## src/rtl/l2cache_tagv_maint_if.sv

```systemverilog
// Request/status bus between the L2 control FSM and the tag/valid
// maintenance sequencer.
//   op_valid / op_ready : request handshake, accepted when both are high
//   op_type             : 0 invalidate-all, 1 index-invalidate,
//                         2 hit-invalidate, 3 store-tag
//   op_index / op_way   : target set / target way
//   op_tag              : compare tag (hit-invalidate) or write tag (store-tag)
//   busy / done         : sequencer activity, one-cycle completion pulse
// The master modport is the control FSM; the slave modport is the sequencer.
interface l2cache_tagv_maint_if #(
  parameter int addr_width = 4,
  parameter int data_width = 25
);
  logic                  op_valid;
  logic                  op_ready;
  logic [1:0]            op_type;
  logic [addr_width-1:0] op_index;
  logic [1:0]            op_way;
  logic [data_width-1:0] op_tag;
  logic                  busy;
  logic                  done;

  modport master (
    output op_valid, op_type, op_index, op_way, op_tag,
    input  op_ready, busy, done
  );

  modport slave (
    input  op_valid, op_type, op_index, op_way, op_tag,
    output op_ready, busy, done
  );
endinterface

```

## src/rtl/l2cache_tagv_maint.sv

```systemverilog
// Tag/valid array maintenance sequencer. Owns every tag-array write outside
// the refill path: the clear sweep after reset, invalidate-all, index
// invalidate, hit invalidate (through the array's read/compare port) and
// direct tag stores.
//   clk, rst          : clock, asynchronous active-high reset
//   op (slave)        : request handshake plus busy/done status
//   TagV_init         : {enable, way} zero tag + clear valid for one way
//   TagV_addr_write   : write set
//   TagV_din_write    : write tag
//   TagV_we           : per-way tag write + set valid
//   TagV_unvalid      : per-way clear valid
//   TagV_addr_read    : lookup set
//   TagV_din_compare  : lookup tag
//   TagV_way_select   : readback way (latched op_way)
//   hit               : per-way hit, one cycle after the lookup address
// All outputs are decoded from registered state; nothing depends
// combinationally on the op_* request fields.
module l2cache_tagv_maint #(
  parameter int addr_width = 4,
  parameter int data_width = 25,
  parameter int way        = 4
) (
  input  logic                  clk,
  input  logic                  rst,
  l2cache_tagv_maint_if.slave   op,
  output logic [2:0]            TagV_init,
  output logic [addr_width-1:0] TagV_addr_write,
  output logic [data_width-1:0] TagV_din_write,
  output logic [way-1:0]        TagV_we,
  output logic [way-1:0]        TagV_unvalid,
  output logic [addr_width-1:0] TagV_addr_read,
  output logic [data_width-1:0] TagV_din_compare,
  output logic [1:0]            TagV_way_select,
  input  logic [way-1:0]        hit
);

  typedef enum logic [2:0] {
    S_SWEEP   = 3'd0,
    S_IDLE    = 3'd1,
    S_WRITE   = 3'd2,
    S_LOOKUP  = 3'd3,
    S_COMPARE = 3'd4
  } state_t;

  localparam int               CNT_W    = addr_width + 2;
  localparam logic [CNT_W-1:0] CNT_LAST = '1;
  localparam logic [1:0]       OP_INV_ALL = 2'd0;
  localparam logic [1:0]       OP_HIT_INV = 2'd2;
  localparam logic [1:0]       OP_STORE   = 2'd3;

  state_t                state_q, state_d;
  logic                  run_q, run_d;
  // {set, way} sweep counter; low two bits are the way
  logic [CNT_W-1:0]      cnt_q, cnt_d;
  logic [1:0]            type_q, type_d;
  logic [1:0]            way_q, way_d;
  logic [addr_width-1:0] idx_q, idx_d;
  logic [data_width-1:0] tag_q, tag_d;

  logic                  accept;
  logic [way-1:0]        way_oh;
  logic                  ready_o, busy_o, done_o;
  logic [addr_width-1:0] addr_wr;

  assign accept = (state_q == S_IDLE) && op.op_valid;
  assign way_oh = {{(way-1){1'b0}}, 1'b1} << way_q;

  // State register (control flops)
  always_ff @(posedge clk or posedge rst) begin
    if (rst) begin
      state_q <= S_SWEEP;
      run_q   <= 1'b0;
      cnt_q   <= '0;
      type_q  <= 2'd0;
      way_q   <= 2'd0;
    end else begin
      state_q <= state_d;
      run_q   <= run_d;
      cnt_q   <= cnt_d;
      type_q  <= type_d;
      way_q   <= way_d;
    end
  end

  // Latched request payload; only observed while gated by state
  always_ff @(posedge clk) begin
    idx_q <= idx_d;
    tag_q <= tag_d;
  end

  // Next-state logic
  always_comb begin
    state_d = state_q;
    // run_q holds the sweep off while reset is asserted so every output
    // except busy reads 0 during reset; the sweep starts on the first clock
    run_d   = 1'b1;
    cnt_d   = cnt_q;
    type_d  = type_q;
    way_d   = way_q;
    idx_d   = idx_q;
    tag_d   = tag_q;
    case (state_q)
      S_SWEEP: begin
        if (run_q) begin
          // increments from CNT_LAST wrap to 0 exactly at terminal count
          cnt_d = cnt_q + 1'b1;
          if (cnt_q == CNT_LAST) state_d = S_IDLE;
        end
      end
      S_IDLE: begin
        if (accept) begin
          type_d = op.op_type;
          way_d  = op.op_way;
          idx_d  = op.op_index;
          tag_d  = op.op_tag;
          case (op.op_type)
            OP_INV_ALL: begin
              state_d = S_SWEEP;
              cnt_d   = '0;
            end
            OP_HIT_INV: state_d = S_LOOKUP;
            default:    state_d = S_WRITE;
          endcase
        end
      end
      S_WRITE:   state_d = S_IDLE;
      S_LOOKUP:  state_d = S_COMPARE;
      S_COMPARE: state_d = S_IDLE;
      default:   state_d = S_IDLE;
    endcase
  end

  // Output decode
  always_comb begin
    ready_o          = 1'b0;
    busy_o           = 1'b1;
    done_o           = 1'b0;
    TagV_init        = 3'b000;
    addr_wr          = '0;
    TagV_din_write   = '0;
    TagV_we          = '0;
    TagV_unvalid     = '0;
    TagV_addr_read   = '0;
    TagV_din_compare = '0;
    case (state_q)
      S_SWEEP: begin
        if (run_q) begin
          TagV_init = {1'b1, cnt_q[1:0]};
          addr_wr   = cnt_q[CNT_W-1:2];
          done_o    = (cnt_q == CNT_LAST);
        end
      end
      S_IDLE: begin
        ready_o = 1'b1;
        busy_o  = 1'b0;
      end
      S_WRITE: begin
        addr_wr = idx_q;
        done_o  = 1'b1;
        if (type_q == OP_STORE) begin
          TagV_we        = way_oh;
          TagV_din_write = tag_q;
        end else begin
          TagV_unvalid = way_oh;
        end
      end
      S_LOOKUP: begin
        TagV_din_compare = tag_q;
      end
      S_COMPARE: begin
        // raw hit vector: a miss clears nothing, multiple hits clear all
        addr_wr          = idx_q;
        TagV_unvalid     = hit;
        TagV_din_compare = tag_q;
        done_o           = 1'b1;
      end
      default: begin
        busy_o = 1'b1;
      end
    endcase
    // the read port mirrors the write address except during a lookup
    if (state_q == S_LOOKUP || state_q == S_COMPARE) TagV_addr_read = idx_q;
    else                                             TagV_addr_read = addr_wr;
  end

  assign TagV_addr_write = addr_wr;
  assign TagV_way_select = way_q;
  assign op.op_ready     = ready_o;
  assign op.busy         = busy_o;
  assign op.done         = done_o;

endmodule
```

## src/flat_wrapper.sv

```systemverilog
// flat-port wrapper written by rule: the top's interface ports become plain ports
module l2cache_tagv_maint_flat 
#(
  parameter int addr_width = 4,
  parameter int data_width = 25,
  parameter int way        = 4
)
  (clk, rst, TagV_init, TagV_addr_write, TagV_din_write, TagV_we, TagV_unvalid, TagV_addr_read, TagV_din_compare, TagV_way_select, hit, op_op_valid, op_op_type, op_op_index, op_op_way, op_op_tag, op_op_ready, op_busy, op_done);
  l2cache_tagv_maint_if #(.addr_width(addr_width), .data_width(data_width)) op_i ();
  input  logic clk;
  input  logic rst;
  output logic [2:0] TagV_init;
  output logic [addr_width-1:0] TagV_addr_write;
  output logic [data_width-1:0] TagV_din_write;
  output logic [way-1:0] TagV_we;
  output logic [way-1:0] TagV_unvalid;
  output logic [addr_width-1:0] TagV_addr_read;
  output logic [data_width-1:0] TagV_din_compare;
  output logic [1:0] TagV_way_select;
  input  logic [way-1:0] hit;
  input wire logic [$bits(op_i.op_valid)-1:0] op_op_valid;
  input wire logic [$bits(op_i.op_type)-1:0] op_op_type;
  input wire logic [$bits(op_i.op_index)-1:0] op_op_index;
  input wire logic [$bits(op_i.op_way)-1:0] op_op_way;
  input wire logic [$bits(op_i.op_tag)-1:0] op_op_tag;
  output wire logic [$bits(op_i.op_ready)-1:0] op_op_ready;
  output wire logic [$bits(op_i.busy)-1:0] op_busy;
  output wire logic [$bits(op_i.done)-1:0] op_done;
  assign op_i.op_valid = op_op_valid;
  assign op_i.op_type = op_op_type;
  assign op_i.op_index = op_op_index;
  assign op_i.op_way = op_op_way;
  assign op_i.op_tag = op_op_tag;
  assign op_op_ready = op_i.op_ready;
  assign op_busy = op_i.busy;
  assign op_done = op_i.done;
  l2cache_tagv_maint #(.addr_width(addr_width), .data_width(data_width), .way(way)) u_core (.clk(clk), .rst(rst), .op(op_i), .TagV_init(TagV_init), .TagV_addr_write(TagV_addr_write), .TagV_din_write(TagV_din_write), .TagV_we(TagV_we), .TagV_unvalid(TagV_unvalid), .TagV_addr_read(TagV_addr_read), .TagV_din_compare(TagV_din_compare), .TagV_way_select(TagV_way_select), .hit(hit));
endmodule
```

## config.mk

```make
export PLATFORM = sky130hd
export DESIGN_NAME = l2cache_tagv_maint_flat
export DESIGN_NICKNAME = d
export VERILOG_FILES = /design/src/rtl/l2cache_tagv_maint_if.sv /design/src/rtl/l2cache_tagv_maint.sv /design/src/flat_wrapper.sv
export SDC_FILE = /design/constraint.sdc
export NUM_CORES = 1
export LEC_CHECK = 0
export ABC_CLOCK_PERIOD_IN_PS = 2200
export CORE_MARGIN = 5
export CORE_UTILIZATION = 35
export CTS_BUF_LIST = sky130_fd_sc_hd__clkbuf_4
export CTS_CLUSTER_SIZE = 28
export DETAILED_ROUTE_END_ITERATION = 7
export PLACE_DENSITY = 0.77
export SLEW_MARGIN = 30
export SYNTH_ARGS = -nofsm -noshare
export SYNTH_HDL_FRONTEND = slang
export SYNTH_SLANG_ARGS = --single-unit
```

## constraint.sdc

```tcl
create_clock -name clk -period 2.2 [get_ports clk]
set_input_delay 0.55 -clock clk [delete_from_list [all_inputs] [get_ports clk]]
set_output_delay 0.55 -clock clk [all_outputs]
set_load 0.005 [all_outputs]
```

==> results of run 1 <==
-- metrics by stage --
stage               std cells  utilization [%]  hold WS, ns  TNS (ns)
floorplan                 209                -       0.4392         0
global placement          410            59.32       0.5085  -0.01594
detailed placement        410            59.32       0.5054   -0.1293
CTS                       466            68.11       0.5301    -4.479
global route              475            74.00       0.5743    -10.15
finish                    475            74.00       0.5150    -6.057
-- report_power, final --
part	switching, mW	total (mW)	internal, mW
Clock	0.250	0.483	0.234
Sequential	0.225	1.33	1.10
Combinational	0.849	2.09	1.24
-- worst paths after layout --
check	startpoint	slack [ns]	end	cells after the start
hold / removal	rst	0.52	u_core.run_q	2
setup / recovery	u_core.state_q[0]	-0.19	TagV_din_write[2]	8
min in group clk	u_core.type_q[0]	0.56	u_core.type_q[0]	1
setup reg to reg	u_core.cnt_q[0]	0.14	u_core.state_q[0]	12
hold reg to reg	u_core.type_q[0]	0.56	u_core.type_q[0]	1
max in group asynchronous	rst	1.31	u_core.state_q[1]	2
-- repair_timing --
action | in CTS | in global routing
setup buffers | 42 | 11
gates resized for setup | 403 | 70
pin swaps | 55 | 20
cloned | 6 | 0
endpoints found under the setup margin | 72 | 73
-- flip-flops by register name, summed over array words and instances, names as in the netlist --
signal	flops
u_core.cnt_q	6
u_core.TagV_way_select	2
u_core.idx_q	4
u_core.run_q	1
u_core.state_q	3
u_core.tag_q	25
u_core.type_q	2
-- logic make-up (layout without fill, tap and decap cells) --
kind of cell    after synthesis  after routing  share of synthesized area (%)
simple gates                110            113                          27.64
flops                        43             43                          55.52
compound gates               35             35                          10.52
buf+inv                      15            203                          3.527
mux                           4              4                          2.048
fa+ha+maj                     1              1                         0.5687
other cells                   1              1                         0.1705
-- routing by layer --
metal  track usage [%]  part of all wire [%]  up-vias
met4             5.007                   2.1        0
met1             21.62                    36     1132
met2             36.44                    53      108
met3             4.700                   9.0       15
met5                 0                     0        -
li1                  -                     -     1101
-- cell usage after synthesis (3+ instances only) --
cell type	n	share of area, %
and2_1	53	15
edfxtp_1	29	40
nand2_1	20	3.4
nor2_1	17	2.9
dfrtp_1	14	16
o21ai_0	11	2.5
a21oi_1	6	1.4
buf_2	5	1.1
mux2_2	4	2.0
a2bb2oi_1	3	1.2
a32oi_1	3	1.2
clkbuf_1	3	0.51
inv_1	3	0.51
nand2b_1	3	0.85
nand3_1	3	0.68
nor2b_1	3	0.85
-- layout make-up --
cell class | count | share of cell area, %
clock inverters | 3 | 0.8698
flip-flops and latches | 43 | 27.47
inverters | 4 | 0.4489
well taps | 75 | 2.104
repair buffers | 191 | 41.05
multi-input cells | 154 | 27.22
clock buffers | 5 | 0.8418
==> impl_metrics.toml, run 1 <==
[status]
outcome = "finished with violations"
violations = "negative setup slack"

[global_route]
grt_pass1_wl_microns = 11640
overflow = 0
grtUsageTotal_pct = 19.34
first_global_vias = 2418
grt_max_degree = 22
antenna_found_initial = 0

[final_layout]
mostFrequentLayoutCell = "buf_6"
final_area_sq_mm = 0.004459
syn2layout_area_growth_pct = 102.7
antenna_cells = 0
multi_input_area_sq_mm = 0.001214
fill_cells = 408
regArea_sq_mm = 0.001225
drive_gt1_share_pct = 61.75
nNetsFinal = 440
final_cell_mix = "87 x buf_6, 49 x and2_4, 41 x clkdlybuf4s50_1, 38 x buf_4, 29 x edfxtp_1"

[critical_path]
cp_top_family = "simple AND/OR/NAND/NOR gates"
cp_slowest_cell = "dfrtp_2"
crit_top_cell = "buf_6"
crit_fanout = 5
end_kind = "output port"
path_buf_inv = 4
crit_arrival_ns = 1.84
crit_chain = "nor2_4, nand2_2, nor2_4, buf_6, buf_6, buf_4, and2_4, buf_6"
slowest_delay_ns = 0.49
path_class = "flip-flop to output port"
critPathRequiredTime_ns = 1.65
cp-start-kind = "flip-flop"

[run]
maxCapViolations = 0

[routing]
ant_nets = 0
routed_wl_microns = 8387
drt-pass1-iter-count = 4
vias = 2356
via_per_inst = 4.960
wl_per_cell_microns = 17.66
drt_iter0_drc = 83
drcViolationCount = 0

[die]
row_count = 28
die_h_microns = 89.28
die_area_sq_mm = 0.007970
ios = 114
die_w_microns = 89.28
start_util_pct = 36.50
coreArea_sq_mm = 0.006026

[synth]
synth_flop_cell = "edfxtp_1"
async_flop_share_pct = 32.56
synth_cell_types = 37
yosysWarnings = 0
synth_area_sq_mm = 0.002200
syn_inst = 209
ys_seq_area_share_pct = 55.52
syn-num-nets = 250
synth_edf_count = 29
avgSynthCellArea_sq_um = 10.52
synth_seq_cells = 43

[clock_tree]
htreeDepth = 2
postCtsHoldBufs = 0
clk_latency_ns = 0.35
cts.path.max_buffers = 2
numCtsBuffers = 5
cts_root_buf = "clkbuf_4"
cts.sinks = 43
clk_pin_slew_worst_paths_ns = 0.12
cts_tree = "done"

[timing]
tightest_slew_ns = 0.5332
relSlewSlack_pct = 64.42
skew_ns = 0.01039
finalWorstSetupSlack_ns = -0.1916
rsz0062_at_grt = "true"
max_freq_mhz = 418.1
hold_viol_final = 0
finalSetupViolCount = 60
drv_slew = 0
final.min_clock_period_ns = 2.392
period_share_pct = 108.7

[min_path]
hp-class = "primary input to async pin"

[placed_design]
io_buffers = 113
dpl_cell_area_sq_mm = 0.003575
pre_cts_slack_ns = -0.03453
post-dp-hpwl_microns = 4599
globalplace.congestion = 0.8413

[power_and_ir_drop]
p_leak_nw = 2.003
p_per_area_mw_per_mm2 = 874.1
p_total_mw = 3.898
vdd.ir_drop.worst_mv = 0.6939
Power figures use the tool's default switching activity.
==> run 2: changes to the inputs <==
--- a/config.mk
+++ b/config.mk
@@ -7,11 +7,11 @@
 export LEC_CHECK = 0
 export ABC_CLOCK_PERIOD_IN_PS = 2200
 export CORE_MARGIN = 5
-export CORE_UTILIZATION = 35
+export CORE_UTILIZATION = 41
 export CTS_BUF_LIST = sky130_fd_sc_hd__clkbuf_4
 export CTS_CLUSTER_SIZE = 28
 export DETAILED_ROUTE_END_ITERATION = 7
-export PLACE_DENSITY = 0.77
+export PLACE_DENSITY = 0.83
 export SLEW_MARGIN = 30
 export SYNTH_ARGS = -nofsm -noshare
 export SYNTH_HDL_FRONTEND = slang
==> impl_metrics.toml, run 2 (synthesis results as in run 1) <==
[placed_design]
place_inst = 405
dpl_cell_area_sq_mm = 0.003568
pre_cts_slack_ns = -0.08017
io_buffers = 113
post-dp-hpwl_microns = 5027
globalplace.congestion = 0.8508

[clock_tree]
cts.sinks = 43
clk_latency_ns = 0.37
cts.path.max_buffers = 2
numCtsBuffers = 5
clk_pin_slew_worst_paths_ns = 0.13
cts_root_buf = "clkbuf_4"
cts_tree = "done"
htreeDepth = 2

[timing]
final.min_clock_period_ns = 2.424
finalSetupViolCount = 68
max_freq_mhz = 412.5
period_share_pct = 110.2
skew_ns = 0.02915
finalWorstSetupSlack_ns = -0.2242
hold_viol_final = 0
rsz0062_at_grt = "true"
relSlewSlack_pct = 63.14
drv_slew = 0
tightest_slew_ns = 0.5524

[final_layout]
post-route-util_pct = 84.06
nNetsFinal = 439
largest_reg_flops = 25
antenna_cells = 0
final_area_sq_mm = 0.004348
largest_register = "u_core.tag_q"
mostFrequentLayoutCell = "buf_6"
syn2layout_area_growth_pct = 97.67
reg_top3 = "u_core.tag_q (25), u_core.cnt_q (6), u_core.idx_q (4)"
drive_gt1_share_pct = 59.90
final_cell_mix = "78 x buf_6, 44 x and2_4, 41 x clkdlybuf4s50_1, 36 x buf_4, 29 x edfxtp_1"
final_cells = 469

[routing]
wl_per_cell_microns = 22.44
routed_wl_microns = 10530
drcViolationCount = 0
drt_iter0_drc = 244
via_per_inst = 5.518
ant_nets = 0
drt-pass1-iter-count = 5
vias = 2588

[critical_path]
cp-start-kind = "flip-flop"
slowest_delay_ns = 0.49
cp_slowest_cell = "dfrtp_2"
critPathRequiredTime_ns = 1.65
crit_top_cell = "buf_6"
crit_fanout = 5
end_kind = "output port"
cp_top_family = "simple AND/OR/NAND/NOR gates"
crit_arrival_ns = 1.87
path_buf_inv = 4
path_class = "flip-flop to output port"
crit_chain = "nor2_4, nand2_2, nor2_4, buf_6, buf_6, buf_6, and2_1, buf_2"

[die]
die_w_microns = 83.25
die_area_sq_mm = 0.006930
row_count = 26
coreArea_sq_mm = 0.005172
start_util_pct = 42.53
ios = 114
die_h_microns = 83.25

[global_route]
antenna_found_initial = 0
first_global_vias = 2586
grtUsageTotal_pct = 26.53
grt_pass1_wl_microns = 14310
overflow = 0
grt_max_degree = 22

[status]
outcome = "finished with violations"
violations = "negative setup slack"

[power_and_ir_drop]
p_leak_nw = 1.971
p_total_mw = 3.886
vdd.ir_drop.worst_mv = 0.6894
p_per_area_mw_per_mm2 = 893.8

[run]
maxCapViolations = 0

[min_path]
hp-class = "primary input to async pin"
==> run 2: stage by stage <==
stage | hold WS (ns) | setup TNS, ns
6_report | 0.5219 | -8.319
5_1_grt | 0.5377 | -12.20
4_1_cts | 0.5209 | -3.989
3_5_place_dp | 0.5234 | -1.260
3_3_place_gp | 0.5089 | -0.1326
2_1_floorplan | 0.4392 | 0
==> run 2: timing repair <==
action | in CTS | in global routing
buffers inserted | 49 | 2
pin swaps | 56 | 18
setup endpoints to repair | 72 | 73
resized for setup | 398 | 53
hold buffers | 0 | 0
cloned | 6 | 0
==> run 2: per-layer routing <==
| metal | vias up | global-route usage, % | share of wire (%) |
|---|---|---|---|
| met1 | 1250 | 28.63 | 33 |
| met2 | 176 | 50.36 | 54 |
| met3 | 56 | 4.950 | 7.1 |
| li1 | 1106 | - | - |
| met5 | - | 0 | 0 |
| met4 | 0 | 10.55 | 5.8 |
==> run 2: cell type report <==
class	count	area, sq um
fill	234	824.5
inverter	4	20.02
sequential	43	1225
tap	70	87.58
clock inverter	2	8.758
timing repair buffer	190	1778
multi-input combinational	154	1184
clock buffer	6	45.04
==> run 2: where the power goes <==
| group | total, mW | switching (mW) | internal, mW |
|---|---|---|---|
| Combinational | 2.15 | 0.951 | 1.20 |
| Sequential | 1.33 | 0.225 | 1.10 |
| Clock | 0.405 | 0.272 | 0.133 |
| Total | 3.89 | 1.45 | 2.44 |
==> run 2: final timing paths <==
path	start	endpoint	slack, ns	cells after the start
min in group clk	u_core.type_q[0]	u_core.type_q[0]	0.59	1
max in group asynchronous	rst	u_core.state_q[1]	1.26	2
min reg2reg	u_core.type_q[0]	u_core.type_q[0]	0.59	1
max	u_core.state_q[2]	TagV_din_write[6]	-0.22	8
min	rst	u_core.state_q[0]	0.52	2
max reg2reg	u_core.cnt_q[0]	u_core.state_q[0]	0.13	12
